==> config.mk <==
export PLATFORM = sky130hd
export DESIGN_NAME = afpm_operand_streamer_flat
export DESIGN_NICKNAME = d
export VERILOG_FILES = /design/src/rtl/afpm_operand_streamer_if.sv /design/src/rtl/afpm_operand_streamer.sv /design/src/flat_wrapper.sv
export SDC_FILE = /design/constraint.sdc
export NUM_CORES = 1
export LEC_CHECK = 0
export ABC_AREA = 1
export CORE_MARGIN = 1
export CORE_UTILIZATION = 29
export DETAILED_ROUTE_END_ITERATION = 10
export GPL_ROUTABILITY_DRIVEN = 1
export GPL_TIMING_DRIVEN = 0
export HOLD_SLACK_MARGIN = 0.05
export SETUP_SLACK_MARGIN = 0.02
export SLEW_MARGIN = 20
export SYNTH_ARGS = -nofsm -noshare
export SYNTH_HDL_FRONTEND = slang
export SYNTH_SLANG_ARGS = --single-unit
==> constraint.sdc <==
create_clock -name clk -period 2.1 [get_ports clk]
set_input_delay 0.42 -clock clk [delete_from_list [all_inputs] [get_ports clk]]
set_output_delay 0.42 -clock clk [all_outputs]
set_load 0.005 [all_outputs]
==> src/rtl/afpm_operand_streamer_if.sv <==
// Handshake and byte-lane bundle between a host and the AFPM operand streamer.
// master: the streamer side (drives lanes, result and status).
// slave:  the host/tile side (drives operands, enable, result accept and uo lane).
interface afpm_operand_streamer_if #(
    parameter int N_BEATS      = 2,
    parameter int RESULT_BEATS = 2
);
    logic                      ena;
    logic                      op_valid;
    logic                      op_ready;
    logic [8*N_BEATS-1:0]      op_a;
    logic [8*N_BEATS-1:0]      op_b;
    logic [7:0]                ui_lane;
    logic [7:0]                uio_lane;
    logic [7:0]                uo_lane;
    logic                      res_valid;
    logic                      res_ready;
    logic [8*RESULT_BEATS-1:0] res_data;
    logic                      busy;

    modport master (
        input  ena, op_valid, op_a, op_b, uo_lane, res_ready,
        output op_ready, ui_lane, uio_lane, res_valid, res_data, busy
    );

    modport slave (
        output ena, op_valid, op_a, op_b, uo_lane, res_ready,
        input  op_ready, ui_lane, uio_lane, res_valid, res_data, busy
    );
endinterface

==> src/rtl/afpm_operand_streamer.sv <==
// AFPM operand streamer: takes a 16-bit operand pair, serialises it low byte
// first onto the tile's ui/uio lanes, waits the tile latency, captures the
// result bytes from the uo lane and offers the assembled result to the host.
// Optional feature macro: AFPM_STREAMER_TXN_CNT_EN adds a 16-bit wrapping
// count of completed result handshakes on output txn_count.
module afpm_operand_streamer #(
    parameter int N_BEATS      = 2,
    parameter int RESULT_LAT   = 3,
    parameter int RESULT_BEATS = 2
) (
    input  logic                       clk,
    input  logic                       rst,
    afpm_operand_streamer_if.master    bus
`ifdef AFPM_STREAMER_TXN_CNT_EN
    ,
    output logic [15:0]                txn_count
`endif
);
    localparam int OP_W     = 8 * N_BEATS;
    localparam int RES_W    = 8 * RESULT_BEATS;
    localparam int BEAT_W   = (N_BEATS > 1) ? $clog2(N_BEATS) : 1;
    localparam int CAP_W    = (RESULT_BEATS > 1) ? $clog2(RESULT_BEATS) : 1;
    // WAIT spends RESULT_LAT-1 enabled edges; the counter runs 0..WAIT_MAX.
    localparam int WAIT_MAX = (RESULT_LAT > 2) ? RESULT_LAT - 2 : 0;
    localparam int WAIT_W   = (WAIT_MAX > 0) ? $clog2(WAIT_MAX + 1) : 1;

    typedef enum logic [2:0] {
        S_IDLE,
        S_SEND,
        S_WAIT,
        S_CAPT,
        S_HOLD
    } state_t;

    state_t             state_q, state_d;
    logic [BEAT_W-1:0]  beat_cnt_q, beat_cnt_d;
    logic [WAIT_W-1:0]  wait_cnt_q, wait_cnt_d;
    logic [CAP_W-1:0]   cap_cnt_q, cap_cnt_d;
    logic [OP_W-1:0]    op_a_q, op_a_d;
    logic [OP_W-1:0]    op_b_q, op_b_d;
    logic [7:0]         ui_lane_q, ui_lane_d;
    logic [7:0]         uio_lane_q, uio_lane_d;
    logic [RES_W-1:0]   res_data_q, res_data_d;
    logic               res_valid_q, res_valid_d;
    logic               busy_q, busy_d;
    logic               op_ready_q, op_ready_d;
`ifdef AFPM_STREAMER_TXN_CNT_EN
    logic [15:0]        txn_cnt_q, txn_cnt_d;
`endif

    // Next-state logic: everything holds unless ena is high.
    always_comb begin
        state_d     = state_q;
        beat_cnt_d  = beat_cnt_q;
        wait_cnt_d  = wait_cnt_q;
        cap_cnt_d   = cap_cnt_q;
        op_a_d      = op_a_q;
        op_b_d      = op_b_q;
        ui_lane_d   = ui_lane_q;
        uio_lane_d  = uio_lane_q;
        res_data_d  = res_data_q;
        res_valid_d = res_valid_q;
`ifdef AFPM_STREAMER_TXN_CNT_EN
        txn_cnt_d   = txn_cnt_q;
`endif
        if (bus.ena) begin
            unique case (state_q)
                S_IDLE: begin
                    if (bus.op_valid) begin
                        op_a_d     = bus.op_a;
                        op_b_d     = bus.op_b;
                        ui_lane_d  = bus.op_a[7:0];
                        uio_lane_d = bus.op_b[7:0];
                        beat_cnt_d = '0;
                        state_d    = S_SEND;
                    end
                end
                S_SEND: begin
                    if (beat_cnt_q == BEAT_W'(N_BEATS - 1)) begin
                        // Last beat done: park the lanes at zero while the tile computes.
                        ui_lane_d  = 8'h00;
                        uio_lane_d = 8'h00;
                        wait_cnt_d = '0;
                        cap_cnt_d  = '0;
                        state_d    = (RESULT_LAT == 1) ? S_CAPT : S_WAIT;
                    end else begin
                        beat_cnt_d = beat_cnt_q + 1'b1;
                        ui_lane_d  = 8'(op_a_q >> (8 * (int'(beat_cnt_q) + 1)));
                        uio_lane_d = 8'(op_b_q >> (8 * (int'(beat_cnt_q) + 1)));
                    end
                end
                S_WAIT: begin
                    if (wait_cnt_q == WAIT_W'(WAIT_MAX)) begin
                        state_d = S_CAPT;
                    end else begin
                        wait_cnt_d = wait_cnt_q + 1'b1;
                    end
                end
                S_CAPT: begin
                    res_data_d = (res_data_q & ~(RES_W'(8'hFF) << (8 * int'(cap_cnt_q))))
                               | (RES_W'(bus.uo_lane) << (8 * int'(cap_cnt_q)));
                    if (cap_cnt_q == CAP_W'(RESULT_BEATS - 1)) begin
                        res_valid_d = 1'b1;
                        state_d     = S_HOLD;
                    end else begin
                        cap_cnt_d = cap_cnt_q + 1'b1;
                    end
                end
                S_HOLD: begin
                    if (bus.res_ready) begin
                        res_valid_d = 1'b0;
                        state_d     = S_IDLE;
`ifdef AFPM_STREAMER_TXN_CNT_EN
                        txn_cnt_d   = txn_cnt_q + 16'd1;
`endif
                    end
                end
                default: state_d = S_IDLE;
            endcase
        end
        // Status flags are registered from the next state so they track it exactly.
        busy_d     = (state_d != S_IDLE);
        op_ready_d = (state_d == S_IDLE);
    end

    // State and datapath registers with asynchronous reset.
    always_ff @(posedge clk or posedge rst) begin
        if (rst) begin
            state_q     <= S_IDLE;
            beat_cnt_q  <= '0;
            wait_cnt_q  <= '0;
            cap_cnt_q   <= '0;
            op_a_q      <= '0;
            op_b_q      <= '0;
            ui_lane_q   <= 8'h00;
            uio_lane_q  <= 8'h00;
            res_data_q  <= '0;
            res_valid_q <= 1'b0;
            busy_q      <= 1'b0;
            op_ready_q  <= 1'b1;
`ifdef AFPM_STREAMER_TXN_CNT_EN
            txn_cnt_q   <= 16'd0;
`endif
        end else begin
            state_q     <= state_d;
            beat_cnt_q  <= beat_cnt_d;
            wait_cnt_q  <= wait_cnt_d;
            cap_cnt_q   <= cap_cnt_d;
            op_a_q      <= op_a_d;
            op_b_q      <= op_b_d;
            ui_lane_q   <= ui_lane_d;
            uio_lane_q  <= uio_lane_d;
            res_data_q  <= res_data_d;
            res_valid_q <= res_valid_d;
            busy_q      <= busy_d;
            op_ready_q  <= op_ready_d;
`ifdef AFPM_STREAMER_TXN_CNT_EN
            txn_cnt_q   <= txn_cnt_d;
`endif
        end
    end

    assign bus.op_ready  = op_ready_q;
    assign bus.ui_lane   = ui_lane_q;
    assign bus.uio_lane  = uio_lane_q;
    assign bus.res_valid = res_valid_q;
    assign bus.res_data  = res_data_q;
    assign bus.busy      = busy_q;
`ifdef AFPM_STREAMER_TXN_CNT_EN
    assign txn_count     = txn_cnt_q;
`endif
endmodule

==> src/flat_wrapper.sv <==
// flat-port wrapper written by rule: the top's interface ports become plain ports
module afpm_operand_streamer_flat 
#(
    parameter int N_BEATS      = 2,
    parameter int RESULT_LAT   = 3,
    parameter int RESULT_BEATS = 2
)
  (clk, rst, bus_ena, bus_op_valid, bus_op_a, bus_op_b, bus_uo_lane, bus_res_ready, bus_op_ready, bus_ui_lane, bus_uio_lane, bus_res_valid, bus_res_data, bus_busy);
  afpm_operand_streamer_if #(.N_BEATS(N_BEATS), .RESULT_BEATS(RESULT_BEATS)) bus_i ();
  input  logic clk;
  input  logic rst;
  input wire logic [$bits(bus_i.ena)-1:0] bus_ena;
  input wire logic [$bits(bus_i.op_valid)-1:0] bus_op_valid;
  input wire logic [$bits(bus_i.op_a)-1:0] bus_op_a;
  input wire logic [$bits(bus_i.op_b)-1:0] bus_op_b;
  input wire logic [$bits(bus_i.uo_lane)-1:0] bus_uo_lane;
  input wire logic [$bits(bus_i.res_ready)-1:0] bus_res_ready;
  output wire logic [$bits(bus_i.op_ready)-1:0] bus_op_ready;
  output wire logic [$bits(bus_i.ui_lane)-1:0] bus_ui_lane;
  output wire logic [$bits(bus_i.uio_lane)-1:0] bus_uio_lane;
  output wire logic [$bits(bus_i.res_valid)-1:0] bus_res_valid;
  output wire logic [$bits(bus_i.res_data)-1:0] bus_res_data;
  output wire logic [$bits(bus_i.busy)-1:0] bus_busy;
  assign bus_i.ena = bus_ena;
  assign bus_i.op_valid = bus_op_valid;
  assign bus_i.op_a = bus_op_a;
  assign bus_i.op_b = bus_op_b;
  assign bus_i.uo_lane = bus_uo_lane;
  assign bus_i.res_ready = bus_res_ready;
  assign bus_op_ready = bus_i.op_ready;
  assign bus_ui_lane = bus_i.ui_lane;
  assign bus_uio_lane = bus_i.uio_lane;
  assign bus_res_valid = bus_i.res_valid;
  assign bus_res_data = bus_i.res_data;
  assign bus_busy = bus_i.busy;
  afpm_operand_streamer #(.N_BEATS(N_BEATS), .RESULT_LAT(RESULT_LAT), .RESULT_BEATS(RESULT_BEATS)) u_core (.clk(clk), .rst(rst), .bus(bus_i));
endmodule
==> out/metrics.cfg, run 1 <==
[final_layout]
layout-drive-gt1-share_pct = 20.2
nFillCells = 870
fin_nets = 388
post-route-util_pct = 42.8
fin_cells = 455
area_growth_pct = 43.0
antennaDiodeCount = 0

[setup_path]
end_kind = output pin
critPathTopFamily = flip-flops
path_cells = clkdlybuf4s50_1
startpoint_type = flip-flop
cpPeakStageDelay_ns = 0.52
cp_slowest_cell = dfstp_2
cp_max_fo = 1
arrival_ns = 1.34
crit_required_ns = 1.68
path_buf_inv = 1
critPathKind = reg -> out

[drt]
drcViolationCount = 0
post_drt_wl_per_cell_um = 14.0
antenna_left = 0
dr.pass1.iters = 4
vias = 2063
wirelength_um = 6380
via_per_inst = 4.53
drtIter0Drc = 68

[die]
die_area_mm2 = 0.00934
fp-row-count = 34
start_util_pct = 29.9
ios = 80
core-area_mm2 = 0.00868
chipHeight_um = 96.6
dieWidth_um = 96.6

[global_route]
grt_use_total_pct = 14.9
grt_max_degree = 44
antenna_found_initial = 0
grt_pass1_wl_um = 10900
grt_pass1_vias = 2148
grt_overflow = 0

[clock_tree]
root_buffer = clkbuf_8
hold_buffers = 0
clk_latency_ns = 0.34
clock_path_buffers = 2
postCtsSetupRepairBufs = 0
htreeDepth = 3
cts_sinks = 57
cts_made_buffers = 9
postCtsResizedCells = 0
path_clk_slew_ns = 0.06
cts_tree = done

[sta]
tightestPinTransition_ns = 0.527
period_needed_ns = 1.76
clock_skew_ns = 0.00473
relSlewSlack_pct = 64.9
rsz0062_at_grt = false
finalCritPeriodShare_pct = 84.0
fin_ws_ns = 0.336
slew_violations = 0
finalHoldViolCount = 0
setup_viol = 0
timing.fmax_mhz = 567

[placed_design]
hpwl_um = 4530
port-buffer-count = 79
dp_cells = 440
pre_cts_slack_ns = 0.0211
gp_congestion = 0.737

[yosys]
synthDistinctLibCells = 26
syn_area_mm2 = 0.00260
synth_area_leaders = dfrtp_1 54%, nand2_1 6.8%, a31oi_2 5.3%
synth_top_area_cell = dfrtp_1
ys_warn_count = 0
synth_top_area_share_pct = 53.9
synth_area_per_cell_um2 = 10.3
synth_nets = 297
synth-seq-cells = 57
yosysSeqAreaShare_pct = 55.0
synthCells = 252

[job]
maxCapViolCount = 0

[status]
status = finished, final reports clean

[power_and_ir_drop]
ir_drop_uv = 523
p_per_area_mw_per_mm2 = 1390
leakage_nw = 1.63
fin_total_pwr_mw = 5.16

[min_path]
hold_class = in -> async

[report_power, final]
| group | switching (mW) | internal [mW] |
|---|---|---|
| sequential | 0.317 | 1.65 |
| clock | 0.420 | 0.445 |
| combinational | 1.04 | 1.29 |
[routing by layer]
layer	GRT usage [%]	wire (um)	up-vias
li1	-	-	1017
met1	19.4	3040	964
met2	22.8	2820	74
met3	5.85	467	8
met4	4.48	54	0
met5	0	0	-
[worst paths after layout]
kind,from,to,slack (ns),cells after the start
hold / removal,rst,u_core.op_b_q[11],0.36,2
setup reg to reg,u_core.state_q[1],u_core.bus.ui_lane[2],0.39,6
hold reg to reg,flip-flop,flip-flop,0.49,2
max in group asynchronous,rst,u_core.bus.op_ready,1.21,3
min in group clk,flip-flop,flip-flop,0.49,2
setup / recovery,u_core.bus.op_ready,bus_op_ready,0.34,1
[synthesized netlist by cell type]
cell and count:
nor3_4 1, nor2_1 17, buf_2 3, o21ai_0 6, buf_4 2, buf_6 1
nand2_1 47, clkinv_1 1, clkbuf_1 4, o21ai_1 17, nand4_4 1, buf_12 1
inv_1 16, nand4_1 1, a31oi_1 4, mux2_2 7, nand2_4 2, buf_8 1
nor2_2 12, nand3_1 24, inv_2 3, a21oi_1 5, dfstp_2 1, a31oi_2 11
dfrtp_1 56, mux2_4 8
[cells in the final DEF, fill, tap and decap left out]
cell / count
inv_4: 1
nand2_4: 2
nand4_4: 1
dfrtp_1: 56
clkdlybuf4s50_1: 79
nor2_1: 17
a31oi_2: 11
buf_4: 2
o21ai_1: 17
a31oi_1: 4
buf_6: 1
nand2_1: 47
buf_2: 3
o21ai_0: 6
buf_16: 1
nand3_1: 24
nand4_1: 1
inv_2: 3
buf_12: 1
nor2_2: 12
buf_8: 1
clkbuf_8: 10
a21oi_1: 5
clkinv_2: 4
clkbuf_1: 5
mux2_4: 8
inv_1: 15
mux2_2: 7
dfstp_2: 1
nor3_4: 1
clkinv_1: 1
[kinds of logic after synthesis]
kind of cell / after synthesis / share of synthesized area [%]
buffers and inverters: 32 / 6.41
and+or+nand+nor: 105 / 19.3
muxes: 15 / 7.66
AOI/OAI and AO/OA: 43 / 11.7
DFF: 57 / 55.0
[stage by stage]
step | cell area [um2] | hold slack [ns] | setup TNS [ns]
floorplan | 2600 | 0.476 | 0
global placement | 3520 | 0.471 | -49.69
CTS | 3710 | 0.346 | 0
finish | 3710 | 0.359 | 0
global route | 3710 | 0.374 | 0
detailed placement | 3550 | 0.483 | 0
[cell type report]
class | instances | area [um2] | area share, %
Clock buffer | 11 | 141 | 3.81
Multi-Input combinational cell | 163 | 1000 | 27.0
Sequential cell | 57 | 1430 | 38.4
Clock inverter | 4 | 20.0 | 0.539
Timing Repair Buffer | 80 | 818 | 22.0
Tap cell | 108 | 135 | 3.64
Buffer | 12 | 91.3 | 2.46
Inverter | 20 | 77.6 | 2.09
(Power assumes the default switching activity.)
==> run 2: changes to the inputs <==
==> constraint.sdc (replaced) <==
create_clock -name clk -period 1.73 [get_ports clk]
set_input_delay 0.346 -clock clk [delete_from_list [all_inputs] [get_ports clk]]
set_output_delay 0.346 -clock clk [all_outputs]
set_load 0.005 [all_outputs]
==> out/metrics.cfg, run 2 (synthesis results as in run 1) <==
[final_layout]
final_cell_mix = 78 x clkdlybuf4s50_1, 56 x dfrtp_1, 47 x nand2_1
layout-drive-gt1-share_pct = 21.9  ; +1.8 points
final_common_cell = clkdlybuf4s50_1
nFillCells = 862  ; -0.92%
fin_cells = 459  ; +0.88%
antennaDiodeCount = 0  ; unchanged
fin_nets = 391  ; +0.77%
area_growth_pct = 48.3

[sta]
tightestPinTransition_ns = 0.456  ; -0.0712 ns
clock_skew_ns = 0.0100  ; +0.00529 ns
period_needed_ns = 1.68
slew_violations = 0  ; unchanged
finalCritPeriodShare_pct = 97.2
whs_ns = 0.356  ; -0.00225 ns
rsz0062_at_grt = false
finalHoldViolCount = 0  ; unchanged
setup_viol = 0  ; unchanged
timing.fmax_mhz = 595
relSlewSlack_pct = 69.6  ; +4.7 points

[setup_path]
crit_required_ns = 1.95  ; +0.27 ns
critPathKind = in -> reg
arrival_ns = 1.90  ; +0.56 ns
startpoint_type = primary input
cp_max_fo = 10  ; +9
end_kind = flip-flop
r2r_slack_ns = 0.08  ; -0.31 ns

[power_and_ir_drop]
ir_drop_uv = 713  ; +36%
p_sw_share_pct = 32.4  ; -2.0 points
power_frac_seq_pct = 35.0  ; -3.1 points
combPwrFrac_pct = 41.8  ; -3.3 points
leakage_nw = 1.69  ; +3.8%
switchingPower_mw = 2.23  ; +25%
p_int_mw = 4.64  ; +37%
clkPwrFrac_pct = 23.2  ; +6.4 points
p_per_area_mw_per_mm2 = 1780  ; +28%

[drt]
drcViolationCount = 0  ; unchanged
antenna_left = 0  ; unchanged
drtIter0Drc = 60  ; -12%
dr.pass1.iters = 4  ; unchanged
post_drt_wl_per_cell_um = 14.4  ; +2.8%
via_per_inst = 4.64  ; +2.4%
wirelength_um = 6610  ; +3.7%
vias = 2131  ; +3.3%

[global_route]
antenna_found_initial = 0  ; unchanged
grt_pass1_vias = 2237  ; +4.1%
grt_use_total_pct = 15.2  ; +0.36 points
grt_max_degree = 26  ; -41%
grt_pass1_wl_um = 11100  ; +1.8%
grt_overflow = 0  ; unchanged

[clock_tree]
path_clk_slew_ns = 0.07  ; about the same
cts_made_buffers = 9  ; unchanged
hold_buffers = 0  ; unchanged
htreeDepth = 3  ; unchanged
cts_tree = done
cts_sinks = 57  ; unchanged
clk_latency_ns = 0.34  ; about the same
root_buffer = clkbuf_8
clock_path_buffers = 2  ; unchanged

[placed_design]
dp_cells = 441  ; +0.23%
port-buffer-count = 79  ; unchanged
gp_congestion = 0.784  ; +6.4%
hpwl_um = 4720  ; +4.2%

[die]
start_util_pct = 29.9  ; unchanged
dieWidth_um = 96.6  ; unchanged
die_area_mm2 = 0.00934  ; unchanged
chipHeight_um = 96.6  ; unchanged
fp-row-count = 34  ; unchanged
ios = 80  ; unchanged
core-area_mm2 = 0.00868  ; unchanged

[job]
maxCapViolCount = 0  ; unchanged

[status]
status = finished, final reports clean

[min_path]
hold_class = in -> async

[run 2: cell count changes in the layout (fill, tap and decap cells not counted), moves of 2 or more]
cell	change
clkinv_2	-4
bufinv_16	+3
clkbuf_1	-2
buf_4	+3
[run 2: final timing paths]
path / startpoint / end / cells past startpoint
max in group asynchronous: rst / u_core.bus.uio_lane[2] / 4
min: rst / asynchronous set/reset pin / 2
min in group clk: flip-flop / flip-flop / 2
max reg2reg: u_core.state_q[2] / u_core.op_a_q[13] / 5
max: bus_ena / u_core.op_a_q[13] / 4
min reg2reg: flip-flop / flip-flop / 2
[run 2: cell type report]
| class | instances | area (um2) | share of cell area [%] |
|---|---|---|---|
| flip-flops and latches | 57 | 1430 | 37.1 |
| repair buffers | 84 | 860 | 22.3 |
| inverters | 20 | 78.8 | 2.05 |
| plain buffers | 11 | 88.8 | 2.31 |
| multi-input cells | 163 | 1010 | 26.2 |
| clock buffers | 12 | 155 | 4.03 |
| clock inverters | 4 | 98.8 | 2.57 |
| well taps | 108 | 135 | 3.51 |
[run 2: power by group through the flow]
stage | logic (mW) | registers, mW | clock network, mW
global placement | 2.82 | 2.39 | 0
CTS | 2.92 | 2.40 | 1.63
global route | 3.18 | 2.48 | 1.69
finish | 2.87 | 2.40 | 1.60
floorplan | 1.58 | 2.38 | 0
detailed placement | 2.87 | 2.41 | 0
[run 2: per-layer routing]
layer	up-vias	share of wire, %	GRT usage, %
met5	-	0	0
met3	9	6.5	5.49
met1	1021	45	18.9
met2	77	47	23.9
li1	1024	-	-
met4	0	1.3	6.54
[run 2: timing repair]
item                       4_1_cts  5_1_grt
setup endpoints to repair       14       17
resized for setup                1        3
pin swaps                        1        0
buffers inserted                 3        0
[run 2: critical path, stage by stage]
cell and delay, ns:
clkdlybuf4s50_1 0.67, nand4_4 0.28, buf_4 0.29, mux2_4 0.31
[run 2: through the flow]
stage | area [um2] | setup TNS (ns) | utilization (%) | power [mW] | setup WS, ns
after floorplan | 2600 | 0 | - | 3.95 | 0.258
after global placement | 3530 | -8.76 | 40.6 | 5.21 | -0.245
after detailed placement | 3570 | -9.62 | 41.2 | 5.27 | -0.297
after CTS | 3850 | 0 | 44.4 | 6.96 | 0.0684
after global routing | 3850 | 0 | 44.4 | 7.36 | 0.0157
final | 3850 | 0 | 44.4 | 6.87 | 0.0482
==> run 3: changes to the inputs <==
==> constraint.sdc (replaced) <==
create_clock -name clk -period 1.4 [get_ports clk]
set_input_delay 0.28 -clock clk [delete_from_list [all_inputs] [get_ports clk]]
set_output_delay 0.28 -clock clk [all_outputs]
set_load 0.005 [all_outputs]
==> out/metrics.cfg, run 3 (synthesis results as in run 1) <==
[setup_path]
end_kind = flip-flop
r2r_slack_ns = -0.1  ; -0.18 ns
crit_required_ns = 1.61  ; -0.34 ns
arrival_ns = 1.71  ; -0.19 ns
critPathKind = reg -> reg
cp_max_fo = 10  ; unchanged
startpoint_type = flip-flop

[clock_tree]
clk_latency_ns = 0.33  ; about the same
cts_sinks = 57  ; unchanged
cts_tree = done
htreeDepth = 3  ; unchanged
clock_path_buffers = 2  ; unchanged
cts_made_buffers = 9  ; unchanged
root_buffer = clkbuf_8
path_clk_slew_ns = 0.06  ; about the same
hold_buffers = 0  ; unchanged

[global_route]
grt_overflow = 0  ; unchanged
grt_max_degree = 26  ; unchanged
antenna_found_initial = 0  ; unchanged
grt_use_total_pct = 15.9  ; +0.66 points
grt_pass1_wl_um = 11800  ; +5.8%
grt_pass1_vias = 2301  ; +2.9%

[drt]
antenna_left = 0  ; unchanged
vias = 2257  ; +5.9%
drcViolationCount = 0  ; unchanged
dr.pass1.iters = 4  ; unchanged
post_drt_wl_per_cell_um = 14.7  ; +1.7%
drtIter0Drc = 51  ; -15%
via_per_inst = 4.63  ; -0.18%
wirelength_um = 7140  ; +7.9%

[placed_design]
placed_area_mm2 = 0.00359  ; +0.53%
hpwl_um = 4760  ; +0.90%
gp_congestion = 0.772  ; -1.6%
port-buffer-count = 79  ; unchanged
pre_cts_slack_ns = -0.484  ; -0.187 ns
dp_cells = 441  ; unchanged

[min_path]
hold_class = in -> async

[die]
ios = 80  ; unchanged
fp-row-count = 34  ; unchanged
die_area_mm2 = 0.00934  ; unchanged
core-area_mm2 = 0.00868  ; unchanged
dieWidth_um = 96.6  ; unchanged
start_util_pct = 29.9  ; unchanged
chipHeight_um = 96.6  ; unchanged

[sta]
setup_viol = 30  ; +30
period_needed_ns = 1.50
rsz0062_at_grt = true
tightestPinTransition_ns = 0.535  ; +0.0794 ns
slew_violations = 0  ; unchanged
relSlewSlack_pct = 64.3  ; -5.4 points
clock_skew_ns = 0.00859  ; -0.00143 ns
timing.fmax_mhz = 669
finalCritPeriodShare_pct = 107
fin_ws_ns = -0.0958  ; -0.144 ns
setup-tns-final_ns = -1.57  ; -1.57 ns
finalHoldViolCount = 0  ; unchanged

[job]
maxCapViolCount = 0  ; unchanged

[status]
status = finished with violations
violations = setup timing

[final_layout]
fin_cells = 487  ; +6.1%
area_growth_pct = 59.7
final_cell_area_mm2 = 0.00415  ; +7.7%
final_common_cell = dfrtp_1
fin_nets = 420  ; +7.4%
layout-drive-gt1-share_pct = 31.9  ; +10 points
antennaDiodeCount = 0  ; unchanged
final_cell_mix = 55 x dfrtp_1, 44 x nand2_1, 43 x clkdlybuf4s50_1

[power_and_ir_drop]
p_per_area_mw_per_mm2 = 2070  ; +16%
leakage_nw = 1.92  ; +13%
ir_drop_uv = 839  ; +18%
fin_total_pwr_mw = 8.58  ; +25%

-- run 3: cell types whose count changed in the layout (fill, tap and decap cells not counted), sizes merged --
cell           delta
buf              +28
bufinv            -2
clkbuf            +1
clkdlybuf4s15     +1
clkdlybuf4s50    -35
clkinv            +1
dlygate4sd2      +33
dlymetal6s2s      +1
-- run 3: path summary, 6_finish.rpt --
| kind | start | end | cells after the start |
|---|---|---|---|
| max | u_core.state_q[0] | u_core.op_a_q[14] | 4 |
| min | rst | asynchronous set/reset pin | 2 |
| max reg2reg | u_core.state_q[0] | u_core.op_a_q[14] | 4 |
| min reg2reg | flip-flop | flip-flop | 2 |
| max in group asynchronous | rst | u_core.cap_cnt_q | 4 |
| min in group clk | flip-flop | flip-flop | 2 |
-- run 3: area by class of cell --
class                      count  area (um2)
buffer                        12         135
clock inverter                 3        40.0
tap                          108         135
fill                         850        4530
multi-input combinational    163        1100
inverter                      20        82.6
sequential                    57        1430
timing repair buffer         112        1070
clock buffer                  12         155
-- run 3: metrics by stage --
step | utilization [%] | hold WS [ns]
finish | 47.8 | 0.304
detailed placement | 41.4 | 0.481
floorplan | - | 0.366
global route | 47.8 | 0.316
CTS | 45.5 | 0.298
global placement | 40.9 | 0.474
-- run 3: worst max-delay path: stages, from the launching register on --
cell     delay [ns]
dfrtp_2        0.47
nor2_4         0.16
nand4_4        0.19
buf_8          0.25
mux2_4         0.30
-- run 3: power by group --
group / switching (mW) / internal (mW) / total [mW]
clock network: 0.635 / 0.904 / 1.54
logic: 1.86 / 2.23 / 4.09
registers: 0.472 / 2.48 / 2.95
-- run 3: per-layer routing --
metal | track usage [%] | up-vias | wire length, um
li1 | - | 1086 | -
met1 | 20.5 | 1093 | 3220
met2 | 25.1 | 75 | 3380
met3 | 7.08 | 3 | 515
met4 | 2.41 | 0 | 25
met5 | 0 | - | 0
-- run 3: what timing repair did --
action	in CTS	in global routing
endpoints found under the setup margin	82	57
endpoints found under the hold margin	0	0
gates cloned	1	1
pin swaps	3	7
resized for setup	45	35
setup buffers	19	10
